`src/rtl/apb_master_pkg.sv`:
```
// Shared types and default widths for the APB requester and its companion slave.
// The response struct is sized for the shared default data width.
package apb_master_pkg;

  localparam int unsigned APB_ADDR_W      = 32;
  localparam int unsigned APB_DATA_W      = 32;
  localparam int unsigned APB_TIMEOUT_CYC = 16;

  typedef enum logic [1:0] {
    IDLE   = 2'd0,
    SETUP  = 2'd1,
    ACCESS = 2'd2,
    RESP   = 2'd3
  } apb_state_e;

  typedef struct packed {
    logic [APB_DATA_W-1:0] rdata;
    logic                  err;
    logic                  timeout;
  } apb_rsp_t;

  // A zero timeout still needs a 1-bit counter so every width stays legal.
  function automatic int unsigned timer_width(int unsigned cyc);
    return (cyc == 0) ? 1 : $clog2(cyc + 1);
  endfunction

endpackage

```
`src/rtl/apb_master_if.sv`:
```
// APB bus bundle between a requester (master modport) and a responder (slave modport).
interface apb_master_if
  import apb_master_pkg::*;
#(
  parameter int unsigned ADDR_W = APB_ADDR_W,
  parameter int unsigned DATA_W = APB_DATA_W
);

  logic              psel;
  logic              penable;
  logic              pwrite;
  logic [ADDR_W-1:0] paddr;
  logic [DATA_W-1:0] pwdata;
  logic [DATA_W-1:0] prdata;
  logic              pready;
  logic              pslverr;

  modport master (
    output psel, penable, pwrite, paddr, pwdata,
    input  prdata, pready, pslverr
  );

  modport slave (
    input  psel, penable, pwrite, paddr, pwdata,
    output prdata, pready, pslverr
  );

endinterface

```
`src/rtl/apb_master_wait_timer.sv`:
```
// Counts ACCESS wait cycles; expired marks the last cycle allowed before abort.
// The count saturates instead of wrapping, so a stuck slave can never re-arm it.
module apb_master_wait_timer
  import apb_master_pkg::*;
#(
  parameter int unsigned TIMEOUT_CYC = APB_TIMEOUT_CYC
) (
  input  logic clk,
  input  logic rst_n,
  input  logic clear,
  input  logic enable,
  output logic expired
);

  localparam int unsigned     CNT_W  = timer_width(TIMEOUT_CYC);
  localparam bit              ACTIVE = (TIMEOUT_CYC != 0);
  localparam logic [CNT_W-1:0] LIMIT = ACTIVE ? CNT_W'(TIMEOUT_CYC - 1) : '0;

  logic [CNT_W-1:0] count_q;
  logic [CNT_W-1:0] count_d;

  // NOTE: every always_comb output gets its default first, so no path can infer a latch.
  always_comb begin
    count_d = count_q;
    if (clear) begin
      count_d = '0;
    end else if (enable && (count_q != '1)) begin
      count_d = count_q + CNT_W'(1);
    end
  end

  // NOTE: sequential state uses non-blocking assignments only; async reset on rst_n.
  always_ff @(posedge clk or negedge rst_n) begin
    if (!rst_n) begin
      count_q <= '0;
    end else begin
      count_q <= count_d;
    end
  end

  assign expired = ACTIVE && (count_q == LIMIT);

endmodule

```
`src/rtl/apb_master.sv`:
```
// APB requester: one valid/ready command becomes one SETUP/ACCESS transfer, and the
// result (read data, slave error, timeout) is held on the response channel until taken.
module apb_master
  import apb_master_pkg::*;
#(
  parameter int unsigned ADDR_W      = APB_ADDR_W,
  parameter int unsigned DATA_W      = APB_DATA_W,
  parameter int unsigned TIMEOUT_CYC = APB_TIMEOUT_CYC
) (
  input  logic              clk,
  input  logic              rst_n,
  input  logic              cmd_valid,
  output logic              cmd_ready,
  input  logic              cmd_write,
  input  logic [ADDR_W-1:0] cmd_addr,
  input  logic [DATA_W-1:0] cmd_wdata,
  output logic              rsp_valid,
  input  logic              rsp_ready,
  output logic [DATA_W-1:0] rsp_rdata,
  output logic              rsp_err,
  output logic              rsp_timeout,
  apb_master_if.master      apb
);

  apb_state_e        state_q, state_d;
  logic              pwrite_q, pwrite_d;
  logic [ADDR_W-1:0] paddr_q, paddr_d;
  logic [DATA_W-1:0] pwdata_q, pwdata_d;
  apb_rsp_t          rsp_q, rsp_d;

  logic timer_clear;
  logic timer_en;
  logic timer_expired;

  apb_master_wait_timer #(
    .TIMEOUT_CYC (TIMEOUT_CYC)
  ) u_wait_timer (
    .clk     (clk),
    .rst_n   (rst_n),
    .clear   (timer_clear),
    .enable  (timer_en),
    .expired (timer_expired)
  );

  always_comb begin
    state_d     = state_q;
    pwrite_d    = pwrite_q;
    paddr_d     = paddr_q;
    pwdata_d    = pwdata_q;
    rsp_d       = rsp_q;
    timer_clear = 1'b0;
    timer_en    = 1'b0;

    unique case (state_q)
      IDLE: begin
        if (cmd_valid) begin
          pwrite_d    = cmd_write;
          paddr_d     = cmd_addr;
          pwdata_d    = cmd_wdata;
          timer_clear = 1'b1;
          state_d     = SETUP;
        end
      end
      SETUP: begin
        state_d = ACCESS;
      end
      ACCESS: begin
        // pready is checked before the timer so a completion on the last allowed cycle wins.
        if (apb.pready) begin
          rsp_d.rdata   = pwrite_q ? '0 : APB_DATA_W'(apb.prdata);
          rsp_d.err     = apb.pslverr;
          rsp_d.timeout = 1'b0;
          state_d       = RESP;
        end else if (timer_expired) begin
          rsp_d.rdata   = '0;
          rsp_d.err     = 1'b1;
          rsp_d.timeout = 1'b1;
          state_d       = RESP;
        end else begin
          timer_en = 1'b1;
        end
      end
      RESP: begin
        if (rsp_ready) begin
          state_d = IDLE;
        end
      end
      default: begin
        state_d = IDLE;
      end
    endcase
  end

  always_ff @(posedge clk or negedge rst_n) begin
    if (!rst_n) begin
      state_q  <= IDLE;
      pwrite_q <= 1'b0;
      paddr_q  <= '0;
      pwdata_q <= '0;
      rsp_q    <= '0;
    end else begin
      state_q  <= state_d;
      pwrite_q <= pwrite_d;
      paddr_q  <= paddr_d;
      pwdata_q <= pwdata_d;
      rsp_q    <= rsp_d;
    end
  end

  // Handshake and bus strobes decode straight from the state register.
  assign cmd_ready   = (state_q == IDLE);
  assign rsp_valid   = (state_q == RESP);
  assign rsp_rdata   = DATA_W'(rsp_q.rdata);
  assign rsp_err     = rsp_q.err;
  assign rsp_timeout = rsp_q.timeout;

  assign apb.psel    = (state_q == SETUP) || (state_q == ACCESS);
  assign apb.penable = (state_q == ACCESS);
  assign apb.pwrite  = pwrite_q;
  assign apb.paddr   = paddr_q;
  assign apb.pwdata  = pwdata_q;

endmodule

```
`src/flat_wrapper.sv`:
```
// flat-port wrapper written by rule: the top's interface ports become plain ports
module apb_master_flat import apb_master_pkg::*;
#(
  parameter int unsigned ADDR_W      = APB_ADDR_W,
  parameter int unsigned DATA_W      = APB_DATA_W,
  parameter int unsigned TIMEOUT_CYC = APB_TIMEOUT_CYC
)
  (clk, rst_n, cmd_valid, cmd_ready, cmd_write, cmd_addr, cmd_wdata, rsp_valid, rsp_ready, rsp_rdata, rsp_err, rsp_timeout, apb_psel, apb_penable, apb_pwrite, apb_paddr, apb_pwdata, apb_prdata, apb_pready, apb_pslverr);
  apb_master_if #(.ADDR_W(ADDR_W), .DATA_W(DATA_W)) apb_i ();
  input  logic clk;
  input  logic rst_n;
  input  logic cmd_valid;
  output logic cmd_ready;
  input  logic cmd_write;
  input  logic [ADDR_W-1:0] cmd_addr;
  input  logic [DATA_W-1:0] cmd_wdata;
  output logic rsp_valid;
  input  logic rsp_ready;
  output logic [DATA_W-1:0] rsp_rdata;
  output logic rsp_err;
  output logic rsp_timeout;
  output wire logic [$bits(apb_i.psel)-1:0] apb_psel;
  output wire logic [$bits(apb_i.penable)-1:0] apb_penable;
  output wire logic [$bits(apb_i.pwrite)-1:0] apb_pwrite;
  output wire logic [$bits(apb_i.paddr)-1:0] apb_paddr;
  output wire logic [$bits(apb_i.pwdata)-1:0] apb_pwdata;
  input wire logic [$bits(apb_i.prdata)-1:0] apb_prdata;
  input wire logic [$bits(apb_i.pready)-1:0] apb_pready;
  input wire logic [$bits(apb_i.pslverr)-1:0] apb_pslverr;
  assign apb_psel = apb_i.psel;
  assign apb_penable = apb_i.penable;
  assign apb_pwrite = apb_i.pwrite;
  assign apb_paddr = apb_i.paddr;
  assign apb_pwdata = apb_i.pwdata;
  assign apb_i.prdata = apb_prdata;
  assign apb_i.pready = apb_pready;
  assign apb_i.pslverr = apb_pslverr;
  apb_master #(.ADDR_W(ADDR_W), .DATA_W(DATA_W), .TIMEOUT_CYC(TIMEOUT_CYC)) u_core (.clk(clk), .rst_n(rst_n), .cmd_valid(cmd_valid), .cmd_ready(cmd_ready), .cmd_write(cmd_write), .cmd_addr(cmd_addr), .cmd_wdata(cmd_wdata), .rsp_valid(rsp_valid), .rsp_ready(rsp_ready), .rsp_rdata(rsp_rdata), .rsp_err(rsp_err), .rsp_timeout(rsp_timeout), .apb(apb_i));
endmodule
```
`config.mk`:
```
export PLATFORM = sky130hd
export DESIGN_NAME = apb_master_flat
export DESIGN_NICKNAME = d
export VERILOG_FILES = /design/src/rtl/apb_master_pkg.sv /design/src/rtl/apb_master_if.sv /design/src/rtl/apb_master_wait_timer.sv /design/src/rtl/apb_master.sv /design/src/flat_wrapper.sv
export SDC_FILE = /design/constraint.sdc
export NUM_CORES = 1
export LEC_CHECK = 0
export CAP_MARGIN = 20
export CORE_MARGIN = 2
export CORE_UTILIZATION = 41
export CTS_CLUSTER_SIZE = 40
export DETAILED_ROUTE_END_ITERATION = 6
export GPL_TIMING_DRIVEN = 1
export PLACE_DENSITY = 0.89
export RECOVER_POWER = 50
export SYNTH_ARGS = -nofsm -noshare
export SYNTH_HDL_FRONTEND = slang
export SYNTH_HIERARCHICAL = 1
export SYNTH_SLANG_ARGS = --single-unit
export TNS_END_PERCENT = 100
```
`constraint.sdc`:
```
create_clock -name clk -period 2.5 [get_ports clk]
set_input_delay 0.75 -clock clk [delete_from_list [all_inputs] [get_ports clk]]
set_output_delay 0.75 -clock clk [all_outputs]
set_load 0.02 [all_outputs]
```
==> results of run 1 <==
-- stage by stage --
stage | setup slack [ps] | utilization [%] | instances | hold WS [ps]
2_1_floorplan | 536 | - | 323 | 454
3_3_place_gp | 207 | 64.2 | 660 | 469
3_5_place_dp | 163 | 64.2 | 660 | 475
4_1_cts | 72.7 | 66.4 | 676 | 377
5_1_grt | 24.5 | 64.5 | 676 | 518
6_report | 94.8 | 64.5 | 676 | 492
-- cells in the final DEF (no fill, tap or decap), types with 2 or more instances in the layout --
cell             synthesis  layout
clkdlybuf4s50_1          0     201
dfrtp_1                106     106
nand2_1                 66      66
mux2_1                   2      30
o21ai_1                 31      30
mux2_2                  26      26
clkbuf_8                 0      11
mux2_4                  39      11
clkbuf_1                 2       6
ha_1                     6       6
nor2_1                   5       5
clkbuf_2                 1       4
o21ai_0                  3       4
buf_4                    3       4
inv_1                    3       3
nor2b_1                  4       3
bufinv_16                0       2
dlygate4sd2_1            0       2
-- power by group through the flow --
stage               clock network (µW)  logic (µW)  registers [µW]
floorplan                            0        1630            4040
global placement                     0        4770            3050
detailed placement                   0        4900            3100
CTS                               1210        4910            3080
global route                      1280        4810            3160
finish                            1180        4540            3040
-- critical path: stages (launching register included) --
cell and delay, ps:
dfrtp_1 430, inv_1 90, ha_1 170, clkdlybuf4s50_1 610
-- cell families (layout without fill, tap and decap cells) --
| logic type | count (synthesis) | in the layout | synth area share [%] |
|---|---|---|---|
| mux | 68 | 68 | 20.8 |
| fa+ha+maj | 6 | 6 | 1.72 |
| xor+xnor | 2 | 2 | 0.401 |
| compound gates | 37 | 37 | 4.49 |
| buf+inv | 21 | 238 | 3.58 |
| flops | 106 | 106 | 60.7 |
| simple gates | 83 | 83 | 8.33 |
-- cells in the mapped netlist --
cell	number	area share [%]
xnor2_1	1	0.20
nand3b_1	1	0.17
nand2_1	66	5.7
mux2i_1	1	0.23
nor2b_1	4	0.57
o21ai_2	1	0.20
o21ai_0	3	0.34
clkbuf_1	2	0.17
buf_2	4	0.46
mux2_2	26	6.7
nor3_2	1	0.23
mux2_4	39	13
and2_4	1	0.20
o32a_1	1	0.23
nor3b_2	1	0.29
xor2_1	1	0.20
nand4_1	1	0.14
inv_1	3	0.26
clkbuf_2	1	0.11
a211oi_1	1	0.17
nor2_1	5	0.43
mux2_1	2	0.51
and2b_1	1	0.17
ha_1	6	1.7
nor2b_4	1	0.31
buf_4	3	0.51
buf_6	8	2.1
o21ai_1	31	3.5
and3_1	1	0.14
dfrtp_1	106	61
-- state kept, by name, indices dropped and copies added (netlist names) --
name,count
u_core/apb.paddr,32
u_core/rsp_timeout,1
u_core/state_q,2
u_core/rsp_err,1
u_core/u_wait_timer/count_q,5
u_core/rsp_rdata,32
u_core/apb.pwrite,1
u_core/apb.pwdata,32
-- final cells by class --
class,instances,share of cell area [%]
Timing Repair Buffer,219,32.1
Clock inverter,4,1.11
Tap cell,136,2.55
Sequential cell,106,39.8
Inverter,3,0.169
Clock buffer,12,2.33
Multi-Input combinational cell,196,22.0
-- metal layers --
metal  up-vias  wire [µm]  track usage [%]
met5         -          0                0
li1       1510          -                -
met2       120       5440             33.0
met3        16        799             3.93
met4         0        199             7.14
met1      1548       4360             24.1
-- worst min-delay path by stage --
stage	startpoint	endpoint	slack, ps
floorplan	rst_n	u_core/apb.paddr[0]$_DFFE_PN0P_	450
global placement	u_core/rsp_rdata[25]$_DFFE_PN0P_	u_core/rsp_rdata[25]$_DFFE_PN0P_	470
detailed placement	u_core/rsp_rdata[28]$_DFFE_PN0P_	u_core/rsp_rdata[28]$_DFFE_PN0P_	480
CTS	rst_n	u_core/apb.pwdata[5]$_DFFE_PN0P_	380
global route	u_core/rsp_rdata[5]$_DFFE_PN0P_	u_core/rsp_rdata[5]$_DFFE_PN0P_	520
finish	u_core/rsp_rdata[1]$_DFFE_PN0P_	u_core/rsp_rdata[1]$_DFFE_PN0P_	490
-- timing repair --
item,4_1_cts,5_1_grt
gates resized for setup,2,0
hold buffers,0,0
setup endpoints to repair,2,0
setup buffers,0,0
==> flow_metrics.tcl, run 1 <==
set metrics [dict create \
    endpoint "cmd_ready" \
    core_area_um2 10300 \
    fill_cells 803 \
    finalHoldViolations 0 \
    fp-row-count 37 \
    multi_input_area_um2 1460 \
    finalPower_uw 8770 \
    drt_wl_total_um 10800 \
    synth-seq-cells 106 \
    tritoncts "built" \
    place_hpwl_um 8230 \
    numPortBuffers 205 \
    min_period_ps 2410 \
    cap_violations 0 \
    htree_num_levels 3 \
    crit_fanout 3 \
    max_freq_ghz 0.416 \
    die_h_um 107 \
    drt_iter0_markers 102 \
    clk_pin_slew_ps 100 \
    grt_pass1_vias 3370 \
    p_sw_uw 3250 \
    rr_worst_depth 7 \
    synth_cell_types 30 \
    first_pass_iters 4 \
    insertion_delay_ps 360 \
    cp.arrival_ps 1660 \
    routed-via-count 3194 \
    r2r-start "u_core/u_wait_timer/count_q[0]$_DFFE_PN0P_" \
    cts.sinks 106 \
    max-vdd-ir-drop_v 0.000840 \
    worstPathRequired_ps 1750 \
    cts_max_path_buffers 2 \
    routedWlPerCell_um 16.0 \
    crit_start "u_core/state_q[0]$_DFFE_PN0P_" \
    placed_cell_area_um2 6630 \
    yosys_warnings 6 \
    netlist_area_um2 4370 \
    tightest_slew_ps 1110 \
    grt_overflow 0 \
    sequentialPowerShare_pct 34.7 \
    status "finished clean" \
    r2r-end "u_core/u_wait_timer/count_q[3]$_DFFE_PN0P_" \
    drc 0 \
    drive_gt1_share_pct 12.4 \
    intPower_uw 5520 \
    max-slew-margin-rel_pct 25.7 \
    ys_seq_area_share_pct 60.7 \
    period_share_pct 96.2 \
    diodes 0 \
    power_per_cell_area_nw_per_um2 1320 \
    grt_setup_unrepaired "false" \
    cts_buffers 9 \
    die_w_um 107 \
    io_pins 206 \
    startpoint_type "flop" \
    synthCells 323 \
    track_usage_pct 19.3 \
    syn2layout_area_growth_pct 52.4 \
    fin_nets 644 \
    globalplace.congestion 0.745 \
    antenna_found_initial 0 \
    finalSetupTns_ps 0 \
    path_class "flop to primary output" \
    p_comb_share_pct 51.8 \
    holdCritPathClass "flop to flop" \
    initial_utilization_pct 42.4 \
    clockPowerShare_pct 13.5 \
    p_leak_uw 0.00283 \
    root_buffer "clkbuf_8" \
    avgSynthCellArea_um2 13.5 \
    critPathCaptureType "primary output" \
    fin_area_um2 6660 \
    grt_max_degree 53 \
    syn_nets 432 \
    vias_per_cell 4.72 \
    power.share.switching_pct 37.0 \
    whs_path_depth 2 \
    finClkSkew_ps 15.5 \
    rrSetupSlack_ps 150 \
    setup_viol 0 \
    die_area_um2 11500 \
    seqCellArea_um2 2650 \
    postRouteAntennaNets 0 \
    grt_pass1_wl_um 17200 \
    slew_violations 0 \
]
(Power assumes the default switching activity.)
==> inputs of run 2 (changes only) <==
--- a/config.mk
+++ b/config.mk
@@ -7,7 +7,7 @@
 export LEC_CHECK = 0
 export CAP_MARGIN = 20
 export CORE_MARGIN = 2
-export CORE_UTILIZATION = 41
+export CORE_UTILIZATION = 40
 export CTS_CLUSTER_SIZE = 40
 export DETAILED_ROUTE_END_ITERATION = 6
 export GPL_TIMING_DRIVEN = 1
@@ -15,6 +15,5 @@
 export RECOVER_POWER = 50
 export SYNTH_ARGS = -nofsm -noshare
 export SYNTH_HDL_FRONTEND = slang
-export SYNTH_HIERARCHICAL = 1
 export SYNTH_SLANG_ARGS = --single-unit
 export TNS_END_PERCENT = 100
==> flow_metrics.tcl, run 2 <==
set metrics [dict create \
    status "finished, violations left" \
    violations "capacitance limit, slew limit" \
    track_usage_pct 19.9 \
    grt_max_degree 69 \
    crit_path_top_delay_cell "clkbuf_2" \
    netlist_top_cells_area "dfrtp_1 64%, mux2_2 18%, nand2_1 6.1%" \
    dpl_worst_slack_ps 159 \
    whs_path_depth 2 \
    root_buffer "clkbuf_8" \
    r2r-end "u_core.u_wait_timer.count_q[3]$_DFFE_PN0P_" \
    grt_pass1_vias 3405 \
    first_pass_iters 4 \
    crit_start "cmd_valid" \
    fin_nets 646 \
    antenna_found_initial 0 \
    netlist_area_um2 4160 \
    slew_violations 35 \
    rrSetupSlack_ps 250 \
    tightest_slew_ps 1930 \
    grt_setup_unrepaired "false" \
    die_area_um2 11200 \
    clk_pin_slew_ps 90 \
    drt_wl_total_um 10900 \
    drive_gt1_share_pct 17.6 \
    crit_fanout 37 \
    cap_violations 1 \
    avgSynthCellArea_um2 12.6 \
    io_pins 206 \
    finClkSkew_ps 13.1 \
    synthCells 330 \
    initial_utilization_pct 40.7 \
    numPortBuffers 205 \
    period_share_pct 94.8 \
    critPathCaptureType "flop" \
    min_to "u_core.rsp_err$_DFFE_PN0P_" \
    path_class "input pin to flop" \
    power_per_cell_area_nw_per_um2 1310 \
    routed-via-count 3232 \
    syn2layout_area_growth_pct 59.9 \
    synth.most_common_cell "dfrtp_1" \
    cp_cell_sequence "dlygate4sd3_1 -> and2_2 -> clkbuf_2 -> mux2_2" \
    drt_iter0_markers 83 \
    synth_top_family_by_area "multiplexers" \
    yosysTopAreaCellShare_pct 63.7 \
    synthAdderAreaFrac_pct 2.10 \
    syn_nets 440 \
    finalHoldViolations 0 \
    core_area_um2 10200 \
    globalplace.congestion 0.733 \
    max-slew-margin-rel_pct -28.7 \
    setup_viol 0 \
    crit_buf_inv 2 \
    drc 0 \
    diodes 0 \
    cp.arrival_ps 2610 \
    r2r-start "u_core.u_wait_timer.count_q[0]$_DFFE_PN0P_" \
    mostFrequentLayoutCell "clkdlybuf4s50_1" \
    yosys.area.top_type "dfrtp_1" \
    critPathMaxStageDelay_ps 680 \
    grt_overflow 0 \
    min_from "u_core.rsp_err$_DFFE_PN0P_" \
    rr_worst_depth 6 \
    fin_ws_ps 130 \
    place_hpwl_um 8240 \
    synth-seq-cells 106 \
    path_delay_family "buffers and inverters" \
    holdCritPathClass "flop to flop" \
    min_period_ps 2370 \
    cts.sinks 106 \
    die_h_um 106 \
    synth-simple-area-share_pct 8.05 \
    worstPathRequired_ps 2740 \
    yosys_warnings 0 \
    async_flop_share_pct 100 \
    synth_cell_types 23 \
    netlist_top_cells_count "106 x dfrtp_1, 68 x nand2_1, 66 x mux2_2" \
    max_freq_ghz 0.422 \
    synth_edf_count 0 \
    synth_xor_area_share_pct 0.210 \
    final_cell_mix "200 x clkdlybuf4s50_1, 106 x dfrtp_1, 68 x nand2_1" \
    p_leak_uw 0.00280 \
    muxShareOfSynthArea_pct 17.8 \
    fp-row-count 37 \
    insertion_delay_ps 360 \
    synth_flop_cell "dfrtp_1" \
    grt_pass1_wl_um 17400 \
    synth-compound-area-share_pct 5.62 \
    ys_seq_area_share_pct 63.7 \
    cts_max_path_buffers 2 \
    finalSetupTns_ps 0 \
    vias_per_cell 4.77 \
    tritoncts "built" \
    htree_num_levels 3 \
    cts_buffers 9 \
    startpoint_type "input pin" \
    die_w_um 106 \
    max-vdd-ir-drop_v 0.000683 \
    routedWlPerCell_um 16.1 \
    postRouteAntennaNets 0 \
]
## run 2: cell types whose count changed in the layout (fill, tap and decap cells not counted), moves of 3 or more
| cell | previous run | this run |
|---|---|---|
| mux2_4 | 11 | 0 |
| a21oi_1 | 0 | 3 |
| mux2_1 | 30 | 0 |
| inv_1 | 3 | 6 |
| clkbuf_1 | 6 | 1 |
| mux2_2 | 26 | 66 |
| o21ai_0 | 4 | 36 |
| o21ai_1 | 30 | 0 |
## run 2: layout make-up
type / instances / area, µm²
multi-input cells: 199 / 1420
well taps: 136 / 170
flip-flops and latches: 106 / 2650
repair buffers: 214 / 2140
clock buffers: 10 / 138
inverters: 6 / 22.5
fillers: 788 / 3570
clock inverters: 6 / 114
## run 2: power breakdown
group	switching, µW	internal (µW)
clock network	580	694
registers	463	2550
logic	2150	2290
total	3190	5540
## run 2: stage by stage
| stage | area [µm²] | util, % | hold WS [ps] | power, µW | instances |
|---|---|---|---|---|---|
| final | 6660 | 65.1 | 489 | 8730 | 677 |
| after global routing | 6660 | 65.1 | 523 | 9250 | 677 |
| after CTS | 6700 | 65.5 | 338 | 8850 | 677 |
| after detailed placement | 6450 | 63.0 | 471 | 7590 | 661 |
| after global placement | 6450 | 63.0 | 461 | 7390 | 661 |
| after floorplan | 4160 | - | 454 | 5260 | 330 |
## run 2: cells by family after synthesis
logic type / Yosys count
flip-flops: 106
multiplexers: 66
AO/OA/AOI/OAI: 44
buffers and inverters: 25
adder cells (fa/ha/maj): 7
XOR/XNOR: 1
AND/OR/NAND/NOR: 81
## run 2: worst max-delay path by stage
stage	to	slack, ps	depth (start not counted)
after detailed placement	u_core.u_wait_timer.count_q[3]$_DFFE_PN0P_	160	4
after floorplan	u_core.u_wait_timer.count_q[3]$_DFFE_PN0P_	440	6
after global routing	apb_penable	30	3
after global placement	u_core.u_wait_timer.count_q[3]$_DFFE_PN0P_	170	4
after CTS	rsp_valid	120	2
final	u_core.apb.paddr[21]$_DFFE_PN0P_	130	4
## run 2: timing repair
| action | CTS | global route |
|---|---|---|
| resized for setup | 3 | 0 |
| hold buffers | 0 | 0 |
| buffers inserted | 0 | 0 |
| setup endpoints to repair | 3 | 0 |
## run 2: metal layers
| metal | global-route usage (%) | wire [µm] | up-vias |
|---|---|---|---|
| li1 | - | - | 1523 |
| met1 | 23.2 | 4230 | 1552 |
| met2 | 35.3 | 5720 | 137 |
| met3 | 4.35 | 658 | 20 |
| met4 | 8.27 | 290 | 0 |
| met5 | 0 | 0 | - |
## run 2: worst min-delay path, delay by kind of cell, from the launching register on
family           cells  cell delay (ps)
flip-flops           1              350
AO/OA/AOI/OAI        1               60
AND/OR/NAND/NOR      1               50
==> inputs of run 3 (changes only) <==
--- a/config.mk
+++ b/config.mk
@@ -8,6 +8,7 @@
 export CAP_MARGIN = 20
 export CORE_MARGIN = 2
 export CORE_UTILIZATION = 40
+export CTS_BUF_LIST = sky130_fd_sc_hd__clkbuf_16
 export CTS_CLUSTER_SIZE = 40
 export DETAILED_ROUTE_END_ITERATION = 6
 export GPL_TIMING_DRIVEN = 1
==> flow_metrics.tcl, run 3 (same netlist as run 2, synthesis figures left out) <==
set metrics [dict create \
    final_cell_mix "200 x clkdlybuf4s50_1, 106 x dfrtp_1, 68 x nand2_1" \
    min_from "u_core.rsp_rdata[28]$_DFFE_PN0P_" \
    globalplace.congestion 0.733 \
    cts_setup_buffers 0 \
    grt_pass1_wl_um 17500 \
    fin_nets 646 \
    r2r-end "u_core.u_wait_timer.count_q[3]$_DFFE_PN0P_" \
    die_area_um2 11200 \
    startpoint_type "input pin" \
    postRouteAntennaNets 0 \
    insertion_delay_ps 340 \
    max-vdd-ir-drop_v 0.000690 \
    cts_hold_buf 0 \
    rr_worst_depth 6 \
    root_buffer "clkbuf_16" \
    worstPathRequired_ps 2720 \
    antenna_found_initial 0 \
    status "finished, violations left" \
    period_share_pct 95.6 \
    place_hpwl_um 8240 \
    grt_max_degree 69 \
    ctsResizeCount 1 \
    setup_viol 0 \
    power_per_cell_area_nw_per_um2 1340 \
    rrSetupSlack_ps 260 \
    drive_gt1_share_pct 17.4 \
    cts_max_path_buffers 2 \
    seqCellArea_um2 2650 \
    routed-via-count 3244 \
    cap_violations 1 \
    use_met2_pct 35.9 \
    first_pass_iters 4 \
    top_usage_layer "met2" \
    tritoncts "built" \
    fill_cells 776 \
    numPortBuffers 205 \
    multi_input_area_um2 1420 \
    cp.arrival_ps 2610 \
    htree_num_levels 3 \
    drc 0 \
    drt_iter0_markers 85 \
    vias_per_cell 4.79 \
    whs_path_depth 2 \
    path_class "input pin to flop" \
    slew_violations 35 \
    min_period_ps 2390 \
    p_leak_uw 0.00285 \
    crit_fanout 33 \
    cts_buffers 9 \
    grt_setup_unrepaired "false" \
    finalPower_uw 9060 \
    track_usage_pct 20.0 \
    io_pins 206 \
    finalHoldViolations 0 \
    fp-row-count 37 \
    cts.sinks 106 \
    die_w_um 106 \
    holdCritPathClass "flop to flop" \
    max_freq_ghz 0.418 \
    violations "capacitance limit, slew limit" \
    clk_pin_slew_ps 70 \
    mostFrequentLayoutCell "clkdlybuf4s50_1" \
    initial_utilization_pct 40.7 \
    finClkSkew_ps 7.82 \
    grt_overflow 0 \
    grt_pass1_vias 3419 \
    tightest_slew_ps 1950 \
    critPathCaptureType "flop" \
    r2r-start "u_core.u_wait_timer.count_q[0]$_DFFE_PN0P_" \
    die_h_um 106 \
    max-slew-margin-rel_pct -30.2 \
    grtUsageMet1_pct 22.8 \
    syn2layout_area_growth_pct 62.0 \
    min_to "u_core.rsp_rdata[28]$_DFFE_PN0P_" \
    routedWlPerCell_um 16.3 \
    core_area_um2 10200 \
    diodes 0 \
    grt_util_met3_pct 4.54 \
    drt_wl_total_um 11000 \
    holdWs_ps 481 \
    finalSetupTns_ps 0 \
]
## run 3: cell types whose count changed in the layout (fill, tap and decap cells not counted), sizes merged
cell | before | now
buf | 5 | 6
clkbuf | 15 | 13
clkinv | 1 | 2
dlygate4sd2 | 3 | 1
dlymetal6s2s | 0 | 2
## run 3: metrics by stage
step | cells | setup slack (ps) | utilization (%) | instance area, µm²
after floorplan | 330 | 435 | - | 4160
after global placement | 661 | 166 | 63.0 | 6450
after detailed placement | 661 | 159 | 63.0 | 6450
after CTS | 677 | 1.20 | 66.4 | 6790
after global routing | 677 | 49.1 | 65.9 | 6750
final | 677 | 109 | 65.9 | 6750
## run 3: worst max-delay path: stages
cell	delay, ps
dlygate4sd3_1	560
and2_2	160
clkbuf_2	670
mux2_2	430
## run 3: worst max-delay path by stage
stage | depth (start not counted) | slack, ps | end | start
6_report | 4 | 110 | u_core.apb.pwdata[22]$_DFFE_PN0P_ | cmd_valid
5_1_grt | 2 | 50 | u_core.rsp_err$_DFFE_PN0P_ | rst_n
4_1_cts | 3 | 1 | apb_psel | u_core.state_q[1]$_DFFE_PN0P_
3_5_place_dp | 4 | 160 | u_core.u_wait_timer.count_q[3]$_DFFE_PN0P_ | apb_pready
3_3_place_gp | 4 | 170 | u_core.u_wait_timer.count_q[3]$_DFFE_PN0P_ | apb_pready
2_1_floorplan | 6 | 440 | u_core.u_wait_timer.count_q[3]$_DFFE_PN0P_ | u_core.u_wait_timer.count_q[0]$_DFFE_PN0P_
## run 3: power by group
group	leakage [µW]	switching, µW	total (µW)	internal (µW)
clock network	0.000159	618	1600	977
logic	0.00138	2150	4440	2290
registers	0.00131	463	3020	2560
## run 3: layer usage
layer / vias to the layer above / wire, µm
li1: 1529 / -
met1: 1560 / 4280
met2: 132 / 5730
met3: 23 / 714
met4: 0 / 316
met5: - / 0
## run 3: area by class of cell
type / instances / area share, %
flip-flops and latches: 106 / 39.3
clock inverters: 7 / 1.74
inverters: 6 / 0.334
clock buffers: 9 / 3.34
well taps: 136 / 2.52
multi-input cells: 199 / 21.1
repair buffers: 214 / 31.6
